**src/rtl/ctrl_types_pkg.sv**
```systemverilog
// Shared controller types: host operation codes, response outcomes and a
// small helper that decides whether an operation can be issued to the
// memory controller.
package ctrl_types_pkg;

  typedef enum logic [1:0] {
    NOOP   = 2'd0,
    READ   = 2'd1,
    UPSERT = 2'd2,
    DELETE = 2'd3
  } operation_e;

  typedef enum logic [1:0] {
    ST_OK      = 2'd0,
    ST_FAIL    = 2'd1,
    ST_BADOP   = 2'd2,
    ST_TIMEOUT = 2'd3
  } resp_status_e;

  // True for operations that the controller knows how to execute.
  function automatic logic is_issuable_op(input operation_e op);
    logic ok_v;
    case (op)
      READ:    ok_v = 1'b1;
      UPSERT:  ok_v = 1'b1;
      DELETE:  ok_v = 1'b1;
      default: ok_v = 1'b0;
    endcase
    return ok_v;
  endfunction

endpackage

```
**src/rtl/cache_if.sv**
```systemverilog
// Host-side request front end for the cache controller. Accepts one host
// request at a time, issues it to the controller as a single-cycle opcode
// pulse, waits for a fresh rising edge on the controller ready line (or a
// bounded timeout) and returns a held response until the host accepts it.
module cache_if
  import ctrl_types_pkg::*;
#(
  parameter int KEY_W   = 16,
  parameter int VAL_W   = 32,
  parameter int TIMEOUT = 64
) (
  input  logic               clk,
  input  logic               rst_n,
  input  logic               req_valid,
  output logic               req_ready,
  input  operation_e         req_op,
  input  logic [KEY_W-1:0]   req_key,
  input  logic [VAL_W-1:0]   req_value,
  output logic               resp_valid,
  input  logic               resp_ready,
  output logic [VAL_W-1:0]   resp_value,
  output resp_status_e       resp_status,
  output operation_e         operation_out,
  output logic [KEY_W-1:0]   key_out,
  output logic [VAL_W-1:0]   value_out,
  input  logic               ctrl_rdy,
  input  logic               ctrl_succ,
  input  logic [VAL_W-1:0]   rd_data,
  output logic               busy
);

  typedef enum logic [1:0] {
    IDLE  = 2'd0,
    ISSUE = 2'd1,
    WAIT  = 2'd2,
    RESP  = 2'd3
  } state_e;

  // Counter is wide enough to hold TIMEOUT itself, so it can never wrap
  // before the limit comparison fires.
  localparam int                CNT_W     = $clog2(TIMEOUT + 1);
  localparam logic [CNT_W-1:0]  CNT_LIMIT = CNT_W'(TIMEOUT - 1);
  localparam logic [CNT_W-1:0]  CNT_ZERO  = {CNT_W{1'b0}};
  localparam logic [CNT_W-1:0]  CNT_ONE   = CNT_W'(1);

  state_e             state_r, state_s;
  operation_e         op_r, op_s;
  logic [KEY_W-1:0]   key_r, key_s;
  logic [VAL_W-1:0]   val_r, val_s;
  logic [VAL_W-1:0]   resp_value_r, resp_value_s;
  resp_status_e       resp_status_r, resp_status_s;
  logic [CNT_W-1:0]   cnt_r, cnt_s;
  logic               rdy_q_r;
  logic               rdy_rise_s;

  // Only a low-to-high transition of ctrl_rdy counts as completion; a level
  // that is already high when WAIT is entered is ignored.
  assign rdy_rise_s = ctrl_rdy && !rdy_q_r;

  // State and datapath registers with asynchronous reset.
  always_ff @(posedge clk or negedge rst_n) begin
    if (!rst_n) begin
      state_r       <= IDLE;
      op_r          <= NOOP;
      key_r         <= {KEY_W{1'b0}};
      val_r         <= {VAL_W{1'b0}};
      resp_value_r  <= {VAL_W{1'b0}};
      resp_status_r <= ST_OK;
      cnt_r         <= CNT_ZERO;
      rdy_q_r       <= 1'b0;
    end else begin
      state_r       <= state_s;
      op_r          <= op_s;
      key_r         <= key_s;
      val_r         <= val_s;
      resp_value_r  <= resp_value_s;
      resp_status_r <= resp_status_s;
      cnt_r         <= cnt_s;
      rdy_q_r       <= ctrl_rdy;
    end
  end

  // Next-state and next-datapath logic; every register holds by default.
  always_comb begin
    state_s       = state_r;
    op_s          = op_r;
    key_s         = key_r;
    val_s         = val_r;
    resp_value_s  = resp_value_r;
    resp_status_s = resp_status_r;
    cnt_s         = cnt_r;
    case (state_r)
      IDLE: begin
        if (req_valid) begin
          op_s         = req_op;
          key_s        = req_key;
          val_s        = req_value;
          resp_value_s = {VAL_W{1'b0}};
          if (is_issuable_op(req_op)) begin
            resp_status_s = ST_OK;
            state_s       = ISSUE;
          end else begin
            resp_status_s = ST_BADOP;
            state_s       = RESP;
          end
        end else begin
          state_s = IDLE;
        end
      end
      ISSUE: begin
        cnt_s   = CNT_ZERO;
        state_s = WAIT;
      end
      WAIT: begin
        // A completion edge takes priority over the timeout limit.
        if (rdy_rise_s) begin
          resp_status_s = ctrl_succ ? ST_OK : ST_FAIL;
          if (op_r == READ) begin
            resp_value_s = rd_data;
          end else begin
            resp_value_s = resp_value_r;
          end
          state_s = RESP;
        end else if (cnt_r >= CNT_LIMIT) begin
          resp_status_s = ST_TIMEOUT;
          state_s       = RESP;
        end else begin
          cnt_s   = cnt_r + CNT_ONE;
          state_s = WAIT;
        end
      end
      RESP: begin
        if (resp_ready) begin
          state_s = IDLE;
        end else begin
          state_s = RESP;
        end
      end
      default: begin
        state_s = IDLE;
      end
    endcase
  end

  // Output decode straight from registered state so nothing glitches.
  always_comb begin
    req_ready   = (state_r == IDLE);
    busy        = (state_r != IDLE);
    resp_valid  = (state_r == RESP);
    resp_value  = resp_value_r;
    resp_status = resp_status_r;
    key_out     = key_r;
    value_out   = val_r;
    if (state_r == ISSUE) begin
      operation_out = op_r;
    end else begin
      operation_out = NOOP;
    end
  end

endmodule

```
**config.mk**
```make
export PLATFORM = sky130hd
export DESIGN_NAME = cache_if
export DESIGN_NICKNAME = d
export VERILOG_FILES = /design/src/rtl/ctrl_types_pkg.sv /design/src/rtl/cache_if.sv
export SDC_FILE = /design/constraint.sdc
export NUM_CORES = 1
export LEC_CHECK = 0
export BUFFER_PORTS_ARGS = -buffer_cell sky130_fd_sc_hd__buf_4
export CAP_MARGIN = 20
export CORE_MARGIN = 5
export CORE_UTILIZATION = 43
export DETAILED_ROUTE_END_ITERATION = 10
export GPL_ROUTABILITY_DRIVEN = 0
export HOLD_SLACK_MARGIN = 0.03
export PLACE_DENSITY_LB_ADDON = 0.3
export SYNTH_ARGS = -nofsm -noshare
export SYNTH_HDL_FRONTEND = slang
export SYNTH_SLANG_ARGS = --single-unit
```
**constraint.sdc**
```tcl
create_clock -name clk -period 1.55 [get_ports clk]
set_input_delay 0.155 -clock clk [delete_from_list [all_inputs] [get_ports clk]]
set_output_delay 0.155 -clock clk [all_outputs]
set_load 0.03 [all_outputs]
```
==> Implementation_results.wiki <==
{| class="wikitable"
! Metric !! Value
|-
| Total number of yosys warnings || 0
|-
| Hold Crit Class || in2reg
|-
| Worst setup EP type || flip-flop
|-
| RSZ-0062 raised after global routing || yes
|-
| # Max-Cap Violations || 0
|-
| Total vias in the final route || 3,352
|-
| Buffers added on ports || 174
|-
| Crit start category || primary input
|-
| Clock-pin transition on the worst setup and hold timing paths || 0.09 ns
|-
| Average size of a mapped cell || 13.29 µm²
|-
| Vertical extent of the die || 109.0 µm
|-
| Boundary Pins || 175
|-
| Post-synthesis instance area || 4214 µm²
|-
| Most frequently used flop master after synthesis || sky130_fd_sc_hd__dfrtp_1
|-
| PwrDens || 1960 nW/µm²
|-
| Skew final || 0.009567 ns
|-
| Failing checks || setup timing
|-
| Met1 demand-to-capacity share in global routing || 23.25%
|-
| Nets || 658
|-
| Vias in the first global route || 3,459
|-
| Overall overflow remaining after global route || 0
|-
| Relative slew slack || 65.86%
|-
| Layout overhead on the synthesized area || 58.52%
|-
| Critical Path Fanout Max || 5
|-
| Worst vdd rail ir drop || 1068 µV
|-
| Placed wire-length estimate || 7041 µm
|-
| Post-route antenna net violation count || 0
|-
| Layout cell share with drive strength beyond 1 || 59.41%
|-
| Category of the most critical setup path || in2reg
|-
| CTS Root Cell || sky130_fd_sc_hd__clkbuf_8
|-
| Post-synthesis sequential element count || 94
|-
| Maximum number of pins on one net before global-route repair || 95
|-
| Total iterations of the first detailed-routing run || 4
|-
| Most heavily used metal layer in global routing || met2
|-
| Max Clk Rate || 624.0 MHz
|-
| Run status || complete, but fails checks
|-
| Clock insertion delay at the later pin of the skew report || 0.35 ns
|-
| Share of flip-flops with an asynchronous set or reset || 100.0%
|-
| Post-detailed-routing wire length || 11,740 µm
|-
| Area of the multi-input gates || 1650 µm²
|-
| Register area share after synthesis || 55.82%
|-
| Top cell type by total area after synthesis || sky130_fd_sc_hd__dfrtp_1
|-
| Routing usage on met2 || 30.48%
|-
| Final setup violation count || 4
|-
| Syn_nets || 406
|-
| Drc violations || 0
|-
| Initial antenna violation count || 0
|-
| Dominant cell by count in the synthesized netlist || sky130_fd_sc_hd__dfrtp_1
|-
| Power consumption || 13,090 µW
|-
| Cell count after synthesis || 317
|-
| Largest cells by area after synthesis || sky130_fd_sc_hd__dfrtp_1, sky130_fd_sc_hd__mux2_2, sky130_fd_sc_hd__nand3_2
|-
| Clock period minus final worst setup slack || 1.603 ns
|-
| Sequential cell area in the final layout || 2354 µm²
|-
| Distinct cell type count after synthesis || 35
|-
| Max-slew violation count || 0
|-
| Maximum clock path buffer count || 2
|-
| Number of placement rows || 36
|-
| Number of hold-slack violations in the final timing report || 0
|-
| Die X || 109.0 µm
|-
| Arrival @ worst endpoint || 1.84 ns
|-
| H-tree level count || 3
|-
| Slew at the pin closest to its max-slew limit || 0.5121 ns
|-
| Clock tree from TritonCTS || done
|-
| Effective utilization at floorplan || 43.51%
|-
| Area share of the largest cell type after synthesis || 55.82%
|-
| Number of buffers created by CTS || 9
|-
| Tightest hold margin || 0.04591 ns
|-
| Synth cell count leaders || sky130_fd_sc_hd__dfrtp_1, sky130_fd_sc_hd__mux2_2, sky130_fd_sc_hd__inv_1, sky130_fd_sc_hd__o21ai_2, sky130_fd_sc_hd__nand3_2
|-
| Area enclosed by the die boundary || 11,880 µm²
|-
| Fin crit share || 103.4%
|-
| Number of antenna diodes || 0
|-
| CP Data Required Time || 1.79 ns
|-
| Core area || 9684 µm²
|-
| Filler cells || 701
|-
| Violation count after the first detailed-routing iteration || 103
|-
| Post-route worst setup slack || -0.05267 ns
|-
| Leak pwr || 0.003373 µW
|-
| Number of enable flip-flop cells after synthesis || 0
|-
| GR Util met3 || 7.401%
|-
| DR WL/cell || 16.60 µm
|-
| Detail-routed via count per cell || 4.741
|-
| Total Routing Usage GR || 18.78%
|-
| Wire length of the first global-routing pass || 17,360 µm
|-
| # clock sinks || 94
|}
-- cell type report --
type,instances,share of cell area [%]
clock inverter,1,0.07492
sequential,94,35.23
inverter,34,1.948
timing repair buffer,258,33.21
tap,133,2.491
multi-input combinational,172,24.70
clock buffer,15,2.341
-- routing by layer --
layer	vias up	wire [µm]	part of all wire, %
met5	-	0	0
met1	1626	4528	39
li1	1578	-	-
met2	136	5897	50
met4	0	134	1.1
met3	12	1175	10
-- through the flow --
stage	setup WS (ns)	TNS (ns)	std cells	util, %	instance area (µm²)
floorplan	0.004409	0	317	-	4214
global placement	-0.002322	-0.002322	622	58.94	5708
CTS	0.003041	0	692	66.38	6429
finish	-0.05267	-0.1640	707	68.98	6680
detailed placement	-0.1176	-0.3723	622	58.94	5708
global route	-0.05965	-1.401	707	68.98	6680
-- critical path, cell delays in order --
cell and delay, ns:
sky130_fd_sc_hd__dlygate4sd3_1 0.55, sky130_fd_sc_hd__buf_4 0.15, sky130_fd_sc_hd__nor2b_2 0.17, sky130_fd_sc_hd__buf_6 0.14, sky130_fd_sc_hd__a311oi_4 0.38, sky130_fd_sc_hd__and2_4 0.23
sky130_fd_sc_hd__o22ai_1 0.06
-- kinds of logic (layout without fill, tap and decap cells) --
| family | Yosys count | after routing | share of synthesized area, % |
|---|---|---|---|
| AO/OA/AOI/OAI | 51 | 51 | 9.709 |
| adder cells (fa/ha/maj) | 1 | 1 | 0.2969 |
| buffers and inverters | 51 | 308 | 6.502 |
| flip-flops | 94 | 94 | 55.82 |
| multiplexers | 50 | 50 | 14.70 |
| AND/OR/NAND/NOR | 70 | 70 | 12.98 |
-- report_power, final --
part	switching [µW]	internal, µW
clock network	783	630
registers	761	3620
logic	4090	3200
-- flip-flops by register name, summed over array words and instances, names as in the netlist --
register     flops
value_out       32
resp_value      32
op_r             2
state_r          2
key_out         16
cnt_r            7
resp_status      2
rdy_q_r          1
-- cell usage in the layout (no fill, tap or decap), types with 2 or more instances in the layout --
cell type                       instances
sky130_fd_sc_hd__inv_1                 32
sky130_fd_sc_hd__o21ai_0                2
sky130_fd_sc_hd__a31oi_1                4
sky130_fd_sc_hd__buf_6                  7
sky130_fd_sc_hd__nand2_1                6
sky130_fd_sc_hd__clkbuf_16              3
sky130_fd_sc_hd__nor2_1                 9
sky130_fd_sc_hd__o21ai_2               33
sky130_fd_sc_hd__and2_4                 2
sky130_fd_sc_hd__and2_1                 2
sky130_fd_sc_hd__nand3_2               29
sky130_fd_sc_hd__a21oi_1                3
sky130_fd_sc_hd__nor2b_1                4
sky130_fd_sc_hd__clkbuf_8              10
sky130_fd_sc_hd__nor2_4                 2
sky130_fd_sc_hd__a211oi_1               2
sky130_fd_sc_hd__buf_4                186
sky130_fd_sc_hd__nand3_1                5
sky130_fd_sc_hd__and3_1                 2
sky130_fd_sc_hd__dlygate4sd3_1         58
sky130_fd_sc_hd__clkbuf_1               5
sky130_fd_sc_hd__mux2_2                35
sky130_fd_sc_hd__nor2b_2                2
sky130_fd_sc_hd__buf_12                 3
sky130_fd_sc_hd__mux2_4                15
sky130_fd_sc_hd__dfrtp_1               93
-- worst paths after layout --
kind,startpoint,endpoint,slack (ns),depth (start not counted)
hold / removal,rd_data[30],resp_value[30],0.05,3
hold reg to reg,resp_value[26],resp_value[26],0.51,2
min in group asynchronous,rst_n,resp_value[13],0.37,3
max in group asynchronous,rst_n,state_r[0],0.75,3
setup / recovery,ctrl_rdy,cnt_r[1],-0.05,7
setup reg to reg,cnt_r[1],cnt_r[1],-0.01,5
-- timing repair --
| item | 4_1_cts | 5_1_grt |
|---|---|---|
| resized for setup | 9 | 15 |
| endpoints found under the hold margin | 142 | 9 |
| setup buffers | 6 | 3 |
| hold buffers | 49 | 9 |
| setup endpoints to repair | 6 | 65 |
| pin swaps | 5 | 6 |
| gates cloned | 0 | 3 |
Note: power is estimated with default switching activity, not from simulation.
